$ cat src/rtl/dot_matrix_scan_capture.sv
// dot_matrix_scan_capture: rebuilds a 64-bit frame from an 8x8 row-scanned matrix bus, checks row order and dwell time.
// Latency: pin change to sample point is 2 + SETTLE_CYC cycles; o_fFrame follows the row-7 sample by one cycle.
// Backpressure: none; a passive monitor that never stalls the scan source and drops nothing it can sample.
module dot_matrix_scan_capture #(
  parameter int SETTLE_CYC  = 16,
  parameter int TIMEOUT_CYC = 131071
) (
  input  logic        i_Clk,
  input  logic        i_Rst,
  input  logic [7:0]  i_DM_Row,
  input  logic [7:0]  i_DM_Col,
  output logic [63:0] o_Frame,
  output logic        o_fFrame,
  output logic        o_fErr,
  output logic        o_Locked,
  output logic [2:0]  o_RowIdx
);

  localparam int CW = $clog2(TIMEOUT_CYC + 1);
  localparam logic [CW-1:0] SAMPLE_AT = CW'(SETTLE_CYC - 1);
  localparam logic [CW-1:0] CNT_MAX   = CW'(TIMEOUT_CYC);

  typedef enum logic [1:0] {
    HUNT    = 2'd0,
    CAPTURE = 2'd1,
    PUBLISH = 2'd2
  } state_t;

  // Two-flop synchronisers plus one extra row stage that the stability counter tracks.
  logic [7:0]    row_s1_q, row_s2_q, prev_row_q;
  logic [7:0]    col_s1_q, col_s2_q;
  logic [CW-1:0] cnt_q, cnt_d;
  logic          row_same;
  logic          sample_pt;
  logic          timeout_pt;
  logic [2:0]    row_k;

  state_t        state_q;
  logic [7:0]    exp_q;
  logic [63:0]   frame_buf_q;

  // Synchronise the asynchronous pins; prev_row_q is the row the counter measures.
  always_ff @(posedge i_Clk or posedge i_Rst) begin
    if (i_Rst) begin
      row_s1_q   <= '0;
      row_s2_q   <= '0;
      prev_row_q <= '0;
      col_s1_q   <= '0;
      col_s2_q   <= '0;
    end else begin
      row_s1_q   <= i_DM_Row;
      row_s2_q   <= row_s1_q;
      prev_row_q <= row_s2_q;
      col_s1_q   <= i_DM_Col;
      col_s2_q   <= col_s1_q;
    end
  end

  // Stability counter: restart on any synced row change, otherwise count up and saturate.
  always_comb begin
    row_same = (row_s2_q == prev_row_q);
    cnt_d    = cnt_q;
    if (!row_same) begin
      cnt_d = '0;
    end else if (cnt_q != CNT_MAX) begin
      cnt_d = cnt_q + CW'(1);
    end
  end

  // Counter register.
  always_ff @(posedge i_Clk or posedge i_Rst) begin
    if (i_Rst) begin
      cnt_q <= '0;
    end else begin
      cnt_q <= cnt_d;
    end
  end

  // Sample once per dwell when the row has been stable SETTLE_CYC cycles; timeout fires as the count tops out.
  always_comb begin
    sample_pt  = (cnt_q == SAMPLE_AT);
    timeout_pt = row_same && (cnt_q == CNT_MAX - CW'(1));
    row_k      = 3'd0;
    for (int i = 0; i < 8; i++) begin
      if (prev_row_q[i]) begin
        row_k = 3'(i);
      end
    end
  end

  // Scan-order FSM with registered outputs; a row matching the one-hot expectation is by construction valid.
  always_ff @(posedge i_Clk or posedge i_Rst) begin
    if (i_Rst) begin
      state_q     <= HUNT;
      exp_q       <= '0;
      frame_buf_q <= '0;
      o_Frame     <= '0;
      o_fFrame    <= 1'b0;
      o_fErr      <= 1'b0;
      o_Locked    <= 1'b0;
      o_RowIdx    <= '0;
    end else begin
      o_fFrame <= 1'b0;
      o_fErr   <= 1'b0;
      case (state_q)
        HUNT: begin
          if (sample_pt && (prev_row_q == 8'h01)) begin
            frame_buf_q[7:0] <= col_s2_q;
            o_RowIdx         <= 3'd0;
            exp_q            <= 8'h02;
            state_q          <= CAPTURE;
            o_Locked         <= 1'b1;
          end
        end
        CAPTURE: begin
          if (sample_pt) begin
            if (prev_row_q == exp_q) begin
              frame_buf_q[{row_k, 3'b000} +: 8] <= col_s2_q;
              o_RowIdx <= row_k;
              exp_q    <= {exp_q[6:0], exp_q[7]};
              if (row_k == 3'd7) begin
                state_q <= PUBLISH;
              end
            end else begin
              o_fErr      <= 1'b1;
              o_Locked    <= 1'b0;
              frame_buf_q <= '0;
              state_q     <= HUNT;
            end
          end else if (timeout_pt) begin
            o_fErr      <= 1'b1;
            o_Locked    <= 1'b0;
            frame_buf_q <= '0;
            state_q     <= HUNT;
          end
        end
        PUBLISH: begin
          o_Frame  <= frame_buf_q;
          o_fFrame <= 1'b1;
          exp_q    <= 8'h01;
          state_q  <= CAPTURE;
        end
        default: begin
          o_Locked <= 1'b0;
          state_q  <= HUNT;
        end
      endcase
    end
  end

endmodule

$ cat config.mk
export PLATFORM = sky130hd
export DESIGN_NAME = dot_matrix_scan_capture
export DESIGN_NICKNAME = d
export VERILOG_FILES = /design/src/rtl/dot_matrix_scan_capture.sv
export SDC_FILE = /design/constraint.sdc
export NUM_CORES = 1
export LEC_CHECK = 0
export ABC_CLOCK_PERIOD_IN_PS = 7800
export BUFFER_PORTS_ARGS = -buffer_cell sky130_fd_sc_hd__buf_4
export CAP_MARGIN = 30
export CORE_ASPECT_RATIO = 0.8
export CORE_MARGIN = 3
export CORE_UTILIZATION = 40
export DETAILED_ROUTE_END_ITERATION = 12
export GPL_ROUTABILITY_DRIVEN = 0
export GPL_TIMING_DRIVEN = 0
export HOLD_SLACK_MARGIN = 0.15
export PLACE_DENSITY_LB_ADDON = 0.15
export SYNTH_ARGS = -nofsm -noshare
export SYNTH_HDL_FRONTEND = slang
export SYNTH_SLANG_ARGS = --single-unit
$ cat constraint.sdc
create_clock -name i_Clk -period 7.8 [get_ports i_Clk]
set_input_delay 1.17 -clock i_Clk [delete_from_list [all_inputs] [get_ports i_Clk]]
set_output_delay 1.17 -clock i_Clk [all_outputs]
set_load 0.02 [all_outputs]
==> out/qor.txt <==
Setup Skew = 0.00780 ns
Seq/Total Area, Yosys = 0.620
commonest non-fill, non-tap cell in the layout = dfrtp_1
antenna violations before repair = 0
max frequency = 269 MHz
Leak = 4.74 nW
vias per std cell = 5.21
GRT met3 Usage = 0.0361
nets = 817
Pwr per Cell Area = 220 mW/mm^2
register-to-register setup slack = 4.08 ns
setup repair bufs after CTS = 0
Sw Pwr = 448 uW
CTS tree = built
Hold/Removal Path Class = register to register
status = complete, no violations
Root Driver = clkbuf_16
post-layout min period = 3.72 ns
crit path launch type = register
IO Pins = 88
Async SR Flop Fraction = 1.00
post-synthesis to final-layout area growth = 21.7%
Unique masters post-synth = 47
overall via count from detail_route = 5525
Arr. time, crit path = 4.09 ns
CP Launch Point = prev_row_q[3]
Slew @ Worst Pin = 1.00 ns
dominant cells by area after synthesis = dfrtp_1, mux2_2, o21ai_0, nand2_1, nand3_1
end-of-flow core utilization = 0.508
Pint = 1.73 mW
Critical Path End = frame_buf_q[35]
# rows = 45
most frequent cells in the layout = dfrtp_1, buf_4, nand2_1, mux2_2, o21ai_0
DP HPWL = 13.3 mm
CTS Buffer Depth = 3
worst path required time = 8.16 ns
final instance area = 0.00987 mm^2
reg2reg start = prev_row_q[3]
largest net degree at the start of global routing = 104
Post-Syn Nets = 705
Setup crit end kind = register
later-pin clock latency in the skew report = 0.50 ns
first-pass GRT wire length = 30.7 mm
overall die area = 0.0220 mm^2
Starting Density = 0.418
Die W = 165 um
area share of the largest cell type after synthesis = 0.620
# H-tree levels = 1
CTS resizes = 0
reg2reg end = frame_buf_q[35]
GRT Max-Usage Layer = met2
die height = 133 um
WL/cell = 17.8 um
Mean Syn Cell Area = 12.0 um^2
Combinational Power Share = 0.023
DRT Wirelength = 18.8 mm
FF+latch count, synth = 201
DRT antenna net count = 0
met2 Use GR = 0.260
Seq pwr share = 0.490
cts bufs inserted = 21
max-cap viol count = 0
CTS Hold Buffers Added = 0
Fin. Hold Viols = 0
sw frac = 0.206
Peak supply drop = 0.142 mV
RSZ-0062 raised after global routing = false
Setup Viol. Count Final = 0
starting DRC count in detailed routing = 379
Post-synth EDFFs = 0
reg2reg path depth = 11
Slew headroom = 0.321
number of buffers added on ports = 87
drt first pass iters = 5
Synth Warn # = 0
Filler cells = 1690
power share of the clock group = 0.487
worst-path fanout max = 10
DRC errors left = 0
Worst-path clk slew = 0.06 ns
# diodes = 0
period utilization = 0.477
leading area contributor after synthesis = dfrtp_1
grt met1 use = 0.260
area of the multi-input gates = 0.00291 mm^2
share of cells above drive strength 1 = 0.263
Mapped Cells = 676
Slew Viols, Final = 0
ys flop type = dfrtp_1
core area = 0.0194 mm^2
Storage cell area = 0.00503 mm^2
post-place instance area = 0.00912 mm^2
Setup CP Type = register to register
Netlist Area Pre-Place = 0.00811 mm^2
vias in the first global route = 5677
grt total ovfl = 0
Sink Count = 201
GR Util All Layers = 0.175
==> metrics by stage <==
stage,hold slack [ns],setup WS (ns),setup TNS [ns],power (mW),instances
4_1_cts,0.347,3.98,0,2.20,1059
2_1_floorplan,0.331,1.15,0,1.11,676
3_3_place_gp,0.334,-0.785,-154.76,1.13,1021
3_5_place_dp,0.335,4.04,0,1.14,1022
6_report,0.341,4.08,0,2.18,1060
5_1_grt,0.349,3.73,0,2.25,1060
==> how the worst min path moves through the flow <==
| stage | from | cells after the start | slack [ns] | end |
|---|---|---|---|---|
| after global placement | col_s1_q[3] | 0 | 0.33 | col_s2_q[3] |
| final | row_s1_q[7] | 0 | 0.34 | row_s2_q[7] |
| after global routing | col_s1_q[2] | 0 | 0.35 | col_s2_q[2] |
| after CTS | row_s1_q[7] | 0 | 0.35 | row_s2_q[7] |
| after detailed placement | col_s1_q[2] | 0 | 0.33 | col_s2_q[2] |
| after floorplan | col_s1_q[0] | 0 | 0.33 | col_s2_q[0] |
==> power groups by stage <==
| stage | clock, mW | sequential [mW] | combinational [mW] |
|---|---|---|---|
| after floorplan | 0 | 1.08 | 0.0326 |
| after global placement | 0 | 1.08 | 0.0475 |
| after detailed placement | 0 | 1.08 | 0.0516 |
| after CTS | 1.08 | 1.07 | 0.0519 |
| after global routing | 1.12 | 1.07 | 0.0582 |
| final | 1.06 | 1.07 | 0.0501 |
==> kinds of logic (layout without fill, tap and decap cells) <==
kind of cell               after synthesis  in the layout  share of synthesized area
adders and majority gates               11             11                     0.0170
buffers and inverters                   44            170                     0.0213
muxes                                   76             76                      0.104
DFF                                    201            201                      0.620
AOI/OAI and AO/OA                      103            103                     0.0790
xor gates and xnor gates                29             29                     0.0313
and+or+nand+nor                        212            212                      0.128
==> sequential cells by signal, indices dropped and copies added, names as in the netlist <==
register	cells
o_Frame	64
exp_q	8
col_s1_q	8
o_RowIdx	3
col_s2_q	8
o_fFrame	1
o_fErr	1
row_s1_q	8
frame_buf_q	64
prev_row_q	8
o_Locked	1
cnt_q	17
state_q	2
row_s2_q	8
==> routing by layer <==
metal	wire length [um]	up-vias
met1	8950	2739
li1	-	2595
met5	0	-
met4	410	0
met2	8400	154
met3	1080	37
==> critical path, stage by stage, from the launching register on <==
cell	delay, ns
dfrtp_1	0.45
nor2_1	0.15
o31ai_1	0.42
inv_1	0.14
ha_1	0.21
ha_1	0.33
nor2b_1	0.23
nor4b_1	0.84
o221ai_1	0.33
clkbuf_1	0.29
nand2_1	0.12
o21ai_0	0.09
==> final cells by class <==
cell class                      count  area share
Clock inverter                      8      0.0123
Inverter                           20     0.00836
Clock buffer                       29      0.0634
Tap cell                          258      0.0327
Timing Repair Buffer               89      0.0694
Sequential cell                   201       0.509
Multi-Input combinational cell    431       0.295
Buffer                             24     0.00988
==> synthesized netlist by cell type (4+ instances only) <==
master / n
nor2b_1: 4
a21bo_2: 8
mux2_2: 65
nand4_1: 14
o21ai_0: 63
o2111ai_1: 4
mux2i_1: 11
inv_1: 20
nor3_1: 6
nor2_1: 30
ha_1: 11
xnor2_1: 12
dfrtp_1: 201
buf_1: 5
nand3_1: 44
or3_1: 5
clkbuf_1: 18
nor4_1: 7
xor2_1: 17
nand2_1: 79
a21oi_1: 8
(Power assumes the default switching activity.)
